$ cat config.mk
export PLATFORM = sky130hd
export DESIGN_NAME = bus_arbiter4
export DESIGN_NICKNAME = d
export VERILOG_FILES = /design/src/rtl/bus_arbiter4.sv
export SDC_FILE = /design/constraint.sdc
export NUM_CORES = 1
export LEC_CHECK = 0
export CORE_ASPECT_RATIO = 1.75
export CORE_MARGIN = 2
export CORE_UTILIZATION = 37
export CTS_CLUSTER_SIZE = 12
export DETAILED_ROUTE_END_ITERATION = 8
export GPL_TIMING_DRIVEN = 0
export PLACE_DENSITY = 0.86
export SLEW_MARGIN = 10
export SYNTH_ARGS = -nofsm -noshare
export SYNTH_HDL_FRONTEND = slang
export SYNTH_SLANG_ARGS = --single-unit
$ cat constraint.sdc
create_clock -name CLK -period 1.8 [get_ports CLK]
set_input_delay 0.54 -clock CLK [delete_from_list [all_inputs] [get_ports CLK]]
set_output_delay 0.54 -clock CLK [all_outputs]
set_load 0.01 [all_outputs]
$ cat src/rtl/bus_arbiter4.sv
// bus_arbiter4 -- four-way round-robin owner of the shared 16-bit write-back bus.
// Grants one requester at a time, registers its data onto O for every beat it
// drives, and inserts one idle turnaround cycle between owners.
// Optional feature: define ARB_BURST_LIMIT_EN to force a release after
// MAX_BURST beats. When undefined, the owner holds the bus until it drops req.
module bus_arbiter4 #(
    parameter int MAX_BURST = 8
) (
    input  logic        CLK,
    input  logic        Reset,
    input  logic [3:0]  req,
    input  logic [15:0] A,
    input  logic [15:0] B,
    input  logic [15:0] C,
    input  logic [15:0] D,
    output logic [3:0]  gnt,
    output logic [1:0]  S,
    output logic [15:0] O,
    output logic        valid,
    output logic        busy
);

    localparam logic [0:0] ST_IDLE = 1'b0;
    localparam logic [0:0] ST_OWN  = 1'b1;

    localparam logic [7:0] MAX_BURST_C = 8'(MAX_BURST);

    logic [0:0]  r_state;
    logic [3:0]  r_gnt;
    logic [1:0]  r_sel;
    logic [1:0]  r_last;
    logic [15:0] r_out;
    logic        r_valid;
    logic [7:0]  r_cnt;

    logic [1:0]  w_p1, w_p2, w_p3;
    logic [1:0]  w_next;
    logic        w_any;
    logic        w_beat;
    logic        w_cap_hit;
    logic        w_limit;
    logic [15:0] w_mux;

    // Round-robin search: first requester after the previous owner, previous owner last.
    // NOTE: every always_comb output gets a default first so no path leaves it unassigned (no latch).
    always_comb begin
        w_p1   = r_last + 2'd1;
        w_p2   = r_last + 2'd2;
        w_p3   = r_last + 2'd3;
        w_next = r_last;
        if (req[w_p1])      w_next = w_p1;
        else if (req[w_p2]) w_next = w_p2;
        else if (req[w_p3]) w_next = w_p3;
        w_any = |req;
    end

    // Datapath mux driven by the registered select, so O never depends on inputs combinationally.
    always_comb begin
        w_mux = A;
        case (r_sel)
            2'd0:    w_mux = A;
            2'd1:    w_mux = B;
            2'd2:    w_mux = C;
            default: w_mux = D;
        endcase
    end

    // Beat qualification and the optional burst cap on the beat completing this edge.
    always_comb begin
        w_beat    = req[r_sel];
        w_cap_hit = ((r_cnt + 8'd1) == MAX_BURST_C);
`ifdef ARB_BURST_LIMIT_EN
        w_limit   = w_cap_hit;
`else
        // Counter still runs, but the cap is compiled out.
        w_limit   = 1'b0 && w_cap_hit;
`endif
    end

    // Ownership state machine with synchronous reset.
    // NOTE: sequential state uses non-blocking assignments so every register samples pre-edge values.
    always_ff @(posedge CLK) begin
        if (Reset) begin
            r_state <= ST_IDLE;
            r_gnt   <= 4'b0000;
            r_sel   <= 2'd0;
            r_last  <= 2'd3;
            r_out   <= 16'h0000;
            r_valid <= 1'b0;
            r_cnt   <= 8'd0;
        end else begin
            case (r_state)
                ST_IDLE: begin
                    r_valid <= 1'b0;
                    if (w_any) begin
                        r_state <= ST_OWN;
                        r_gnt   <= 4'b0001 << w_next;
                        r_sel   <= w_next;
                        r_last  <= w_next;
                    end
                end
                ST_OWN: begin
                    if (w_beat) begin
                        r_out   <= w_mux;
                        r_valid <= 1'b1;
                        if (w_limit) begin
                            r_state <= ST_IDLE;
                            r_gnt   <= 4'b0000;
                            r_cnt   <= 8'd0;
                        end else begin
                            r_cnt   <= r_cnt + 8'd1;
                        end
                    end else begin
                        // Owner dropped req: release without counting a beat.
                        r_valid <= 1'b0;
                        r_state <= ST_IDLE;
                        r_gnt   <= 4'b0000;
                        r_cnt   <= 8'd0;
                    end
                end
                default: begin
                    r_state <= ST_IDLE;
                    r_gnt   <= 4'b0000;
                    r_valid <= 1'b0;
                    r_cnt   <= 8'd0;
                end
            endcase
        end
    end

    assign gnt   = r_gnt;
    assign S     = r_sel;
    assign O     = r_out;
    assign valid = r_valid;
    assign busy  = (r_state == ST_OWN);

endmodule

==> flow_metrics.py, run 1 <==
metrics = {
    "sta": {
        "period_minus_slack_ns": 1.75,
        "fmax_mhz": 570,
        "skew_ns": 0.00412,
        "hold_viol_final": 0,
        "finalSetupViolations": 0,
        "worstMarginPinSlew_ns": 0.590,
        "post-route-period-util_pct": 97.5,
        "rsz0062_at_grt": "no",
        "drv_slew": 0,
        "fin_tns_setup_ns": 0,
        "whs_ns": 0.463,
        "maxSlewHeadroom_pct": 60.7,
    },
    "detailed_routing": {
        "wl_per_cell_um": 15.4,
        "vias_per_cell": 5.03,
        "postRouteAntennaNets": 0,
        "first_pass_iters": 4,
        "drcViolationCount": 0,
        "routed_wl_um": 4410,
        "drt-initial-drc-count": 23,
        "dr_total_vias": 1438,
    },
    "final_layout": {
        "final_common_cell": "clkdlybuf4s50_1",
        "insertedDiodeCount": 0,
        "fin_nets": 309,
        "area_growth_pct": 69.8,
        "fin_area_um2": 2560,
        "drive_gt1_share_pct": 22.3,
        "layout_common_cells": "clkdlybuf4s50_1, dfxtp_1, nand2_1, mux4_2",
    },
    "setup_path": {
        "end_kind": "flip-flop",
        "cp.required_ns": 1.95,
        "critical_path.endpoint": "O[9]",
        "cp_cell_sequence": "dlygate4sd2_1, mux4_2, and2_4, buf_6, buf_12, nand2_2, a21oi_2",
        "slowest_delay_ns": 0.52,
        "arrival_ns": 1.91,
        "r2r_start": "S[1]",
        "r2r_end": "O[9]",
        "path_class": "in -> reg",
        "rrSetupSlack_ns": 0.08,
        "critPathSlowestCell": "mux4_2",
        "start_kind": "primary input",
        "r2r_cells": 7,
        "cp_max_fo": 10,
        "worstSetupStartpoint": "req[1]",
    },
    "job": {
        "cap_viol_max_count": 0,
    },
    "yosys": {
        "yosysUniqueCellTypes": 30,
        "avgSynthCellArea_um2": 10.7,
        "synthCells": 141,
        "ys_seq_elements": 26,
        "yosys_warnings": 0,
        "yosysSeqAreaShare_pct": 34.6,
        "netlist_top_cells_area": "dfxtp_1, mux4_2, a21oi_2",
        "synth_fp_nets": 211,
        "synth_area_leader_cell": "dfxtp_1",
        "synth_area_um2": 1510,
        "yosys.area.top_type_share_pct": 34.6,
    },
    "die": {
        "die_area_um2": 4620,
        "row_count": 30,
        "core_um2": 3900,
        "start_util_pct": 38.6,
        "die-width_um": 52.2,
        "io_pins": 94,
        "die_h_um": 88.4,
    },
    "global_route": {
        "grt_pass1_vias": 1416,
        "grt_pass1_wl_um": 6550,
        "grt_usage_pct": 19.0,
        "antenna_found_initial": 0,
        "grt_max_degree": 15,
        "grt_overflow": 0,
    },
    "clock_tree": {
        "root_buffer": "clkbuf_8",
        "cts_htree_levels": 1,
        "clock_latency_ns": 0.27,
        "cts_tree": "done",
        "clk_pin_slew_worst_paths_ns": 0.09,
        "post_cts_buffers": 0,
        "cts_made_buffers": 3,
        "holdBufCountCts": 0,
        "clockBufferDepth": 2,
        "clock-sinks": 26,
    },
    "worst_hold_path": {
        "hold_path.class": "reg -> reg",
    },
    "power_and_ir_drop": {
        "power.density_nw_per_um2": 672,
        "ir_drop_mv": 0.559,
        "p_leak_nw": 0.936,
    },
    "placement": {
        "dp_hpwl_um": 3600,
        "numPortBuffers": 93,
        "dpl_cell_area_um2": 2500,
        "gp_congestion": 0.737,
    },
    "status": {
        "status": "finished clean",
    },
}
-- per-layer routing --
metal,part of all wire [%],global-route usage [%],vias up,wire length [µm]
met2,58,37.2,43,2580
li1,-,-,707,-
met4,2.5,8.16,0,109
met1,35,19.9,682,1540
met3,4.1,1.35,6,183
met5,0,0,-,0
-- repair_timing --
item | 4_1_cts | 5_1_grt
gates resized for setup | 7 | 3
cloned | 0 | 0
endpoints found under the setup margin | 25 | 10
-- cell usage after synthesis --
library cell   n
nor3_1         2
a32o_1         2
a31oi_1        1
nand2_4        1
inv_1          2
clkbuf_1       3
a21o_1         3
a22o_1         2
o21ai_0        4
buf_12         1
buf_2          2
nand2_2       10
nor2_1        10
nand3_1        1
mux2i_1        1
a21oi_1        8
nand2_1       23
a21oi_2       10
mux4_2        14
nand2b_1       2
buf_4          1
dfxtp_1       26
or3b_2         1
or2_2          1
nand3b_1       1
and4_1         1
mux4_1         3
buf_6          3
a211oi_2       1
and2_4         1
-- how the worst min path moves through the flow --
stage,start,end,slack (ns),depth (start not counted)
final,O[1],O[1],0.46,2
after global routing,O[4],O[4],0.48,2
after CTS,O[0],O[0],0.46,2
after detailed placement,O[0],O[0],0.45,2
after global placement,O[3],O[3],0.44,2
after floorplan,O[0],O[0],0.48,2
-- cell type report --
class,instances,area [µm²]
buffer,10,87.6
clock buffer,4,55.1
fill,335,1350
inverter,2,7.51
multi-input combinational,103,896
sequential,26,522
tap,48,60.1
timing repair buffer,93,930
-- stage by stage --
stage               utilization, %  setup slack [ns]  instances  power (mW)
floorplan                        -            0.0926        141        1.05
detailed placement            64.0            -0.535        282        1.36
CTS                           65.4            0.0268        286        1.73
finish                        65.5            0.0454        286        1.72
global placement              64.0            -0.517        282        1.35
global route                  65.5           0.00122        286        1.80
-- flip-flops by register name (all words and copies together) (netlist names) --
signal,count
gnt,4
busy,1
O,16
valid,1
S,2
r_last,2
-- critical path: cells and delay by family --
family | cells | cell delay (ns)
compound gates | 1 | 0.05
buf+inv | 3 | 0.55
simple gates | 2 | 0.25
mux | 1 | 0.52
-- logic make-up after synthesis --
kind of cell	count (synthesis)	share of synthesized area [%]
buffers and inverters	12	5.98
and+or+nand+nor	54	17.6
muxes	18	26.8
DFF	26	34.6
AOI/OAI and AO/OA	31	15.0
-- where the power goes --
group / leakage, nW / internal [mW] / switching, mW / total, mW
clock network: 0.0288 / 0.195 / 0.178 / 0.373
registers: 0.213 / 0.631 / 0.0312 / 0.662
logic: 0.695 / 0.410 / 0.273 / 0.684
total: 0.936 / 1.24 / 0.482 / 1.72
(Power assumes the default switching activity.)
==> run 2: changes to the inputs <==
Settings changed: CORE_UTILIZATION 37 to 55, DONT_BUFFER_PORTS from default to 1, PLACE_DENSITY 0.86 to 0.75.
==> run 2 against run 1 <==
Against the previous run:
- clock power hardly changed
- fmax grew 1.2%
- register-to-register slack is essentially flat
- die area shrank 31%
- sequential cell count stayed put
- first-iteration DRC count increased by 39%
- core utilization fell by 4.2 points
- power fell by 13%
- critical endpoint is now O[14]
- highest routed layer unchanged
==> flow_metrics.py, run 2 (synthesis gave the netlist of run 1 again) <==
metrics = {
    "clock_tree": {
        "clock_latency_ns": 0.26,
        "holdBufCountCts": 0,
        "cts_made_buffers": 3,
        "root_buffer": "clkbuf_8",
        "clockBufferDepth": 2,
        "clk_pin_slew_worst_paths_ns": 0.09,
        "cts_tree": "done",
        "clock-sinks": 26,
        "cts_htree_levels": 1,
    },
    "setup_path": {
        "end_kind": "flip-flop",
        "slowest_delay_ns": 0.54,
        "crit_top_cell": "buf_6",
        "path_class": "reg -> reg",
        "critPathSlowestCell": "mux4_2",
        "cp_max_fo": 10,
        "start_kind": "flip-flop",
        "cp_cell_sequence": "buf_6, mux4_2, and2_4, buf_6, buf_12, nand2_2, a21oi_2",
        "cp.required_ns": 1.93,
        "arrival_ns": 1.86,
    },
    "global_route": {
        "grt_pass1_wl_um": 5550,
        "antenna_found_initial": 0,
        "grtUsageMet1_pct": 24.3,
        "grt_pass1_vias": 1198,
        "gr-usage-met3_pct": 7.43,
        "grt_overflow": 0,
        "grt_max_degree": 15,
        "top_usage_layer": "met2",
        "use_met2_pct": 41.8,
        "grt_usage_pct": 23.1,
    },
    "final_layout": {
        "final_common_cell": "dfxtp_1",
        "insertedDiodeCount": 0,
        "fin_area_um2": 1630,
        "drive_gt1_share_pct": 36.9,
        "fin_nets": 220,
        "layout_common_cells": "dfxtp_1, nand2_1, mux4_2",
        "area_growth_pct": 8.14,
        "largest_register_ffs": 16,
    },
    "die": {
        "io_pins": 94,
        "row_count": 25,
        "core_um2": 2660,
        "die-width_um": 43.6,
        "die_area_um2": 3190,
        "start_util_pct": 56.7,
        "die_h_um": 73.2,
    },
    "sta": {
        "hold_viol_final": 0,
        "maxSlewHeadroom_pct": 58.1,
        "skew_ns": 0.00451,
        "post-route-period-util_pct": 96.4,
        "worstMarginPinSlew_ns": 0.628,
        "rsz0062_at_grt": "no",
        "finalSetupViolations": 0,
        "drv_slew": 0,
        "period_minus_slack_ns": 1.73,
        "fmax_mhz": 577,
    },
    "placement": {
        "numPortBuffers": 0,
        "dp_hpwl_um": 2870,
        "gp_congestion": 0.711,
        "dpl_cell_area_um2": 1540,
    },
    "power_and_ir_drop": {
        "ir_drop_mv": 0.509,
        "power.total_mw": 1.49,
        "p_leak_nw": 0.581,
        "power.density_nw_per_um2": 914,
    },
    "detailed_routing": {
        "drt-initial-drc-count": 32,
        "drcViolationCount": 0,
        "dr_total_vias": 1088,
        "postRouteAntennaNets": 0,
        "first_pass_iters": 4,
        "vias_per_cell": 6.18,
        "routed_wl_um": 3520,
        "wl_per_cell_um": 20.0,
    },
    "job": {
        "cap_viol_max_count": 0,
    },
    "worst_hold_path": {
        "hold_path.class": "in -> reg",
    },
    "status": {
        "status": "finished clean",
    },
}
run 2: final timing paths:
check | start | to | slack (ns) | depth (start not counted)
setup / recovery | S[1] | O[14] | 0.07 | 7
setup reg to reg | S[1] | O[14] | 0.07 | 7
hold / removal | Reset | r_last[0] | 0.45 | 2
hold reg to reg | O[2] | O[2] | 0.51 | 2
run 2: report_power, final:
part	internal, mW	total (mW)	switching, mW
logic	0.221	0.423	0.202
registers	0.632	0.695	0.0633
clock network	0.195	0.371	0.176
run 2: routing by layer:
layer,vias to the layer above,routed length [µm],part of all wire [%]
met1,501,1160,33
met2,50,2020,57
met3,4,287,8.1
met4,0,53,1.5
li1,533,-,-
met5,-,0,0
run 2: area by class of cell:
type | count | area (µm²)
Multi-Input combinational cell | 103 | 896
Sequential cell | 26 | 522
Clock buffer | 4 | 55.1
Timing Repair Buffer | 4 | 30.0
Tap cell | 27 | 33.8
Inverter | 2 | 7.51
Fill cell | 227 | 1030
Buffer | 10 | 85.1
run 2: per-stage QoR:
stage	cells	hold slack, ns	setup WS, ns	setup TNS [ns]	utilization, %
3_5_place_dp	168	0.500	-0.0286	-0.0366	57.9
5_1_grt	176	0.446	0.00614	0	61.3
4_1_cts	172	0.444	0.0403	0	60.1
3_3_place_gp	168	0.497	-0.00336	-0.0151	57.9
2_1_floorplan	141	0.481	0.0926	0	-
6_report	176	0.449	0.0655	0	61.3
run 2: worst max-delay path, delay by kind of cell, from the launching register on:
family | cells | cell delay [ns]
AO/OA/AOI/OAI | 1 | 0.05
AND/OR/NAND/NOR | 2 | 0.24
multiplexers | 1 | 0.54
flip-flops | 1 | 0.37
buffers and inverters | 3 | 0.41
run 2: timing repair:
action | 4_1_cts | 5_1_grt
gates cloned | 0 | 0
setup endpoints to repair | 10 | 6
buffers inserted | 0 | 4
hold endpoints to repair | 0 | 0
gates resized for setup | 2 | 0
pin swaps | 0 | 0
==> run 3: changes to the inputs <==
Settings changed: CTS_CLUSTER_DIAMETER from default to 120.
==> results of run 3 <==
Same layout as run 2: the final DEF is identical, and so are final timing and power.
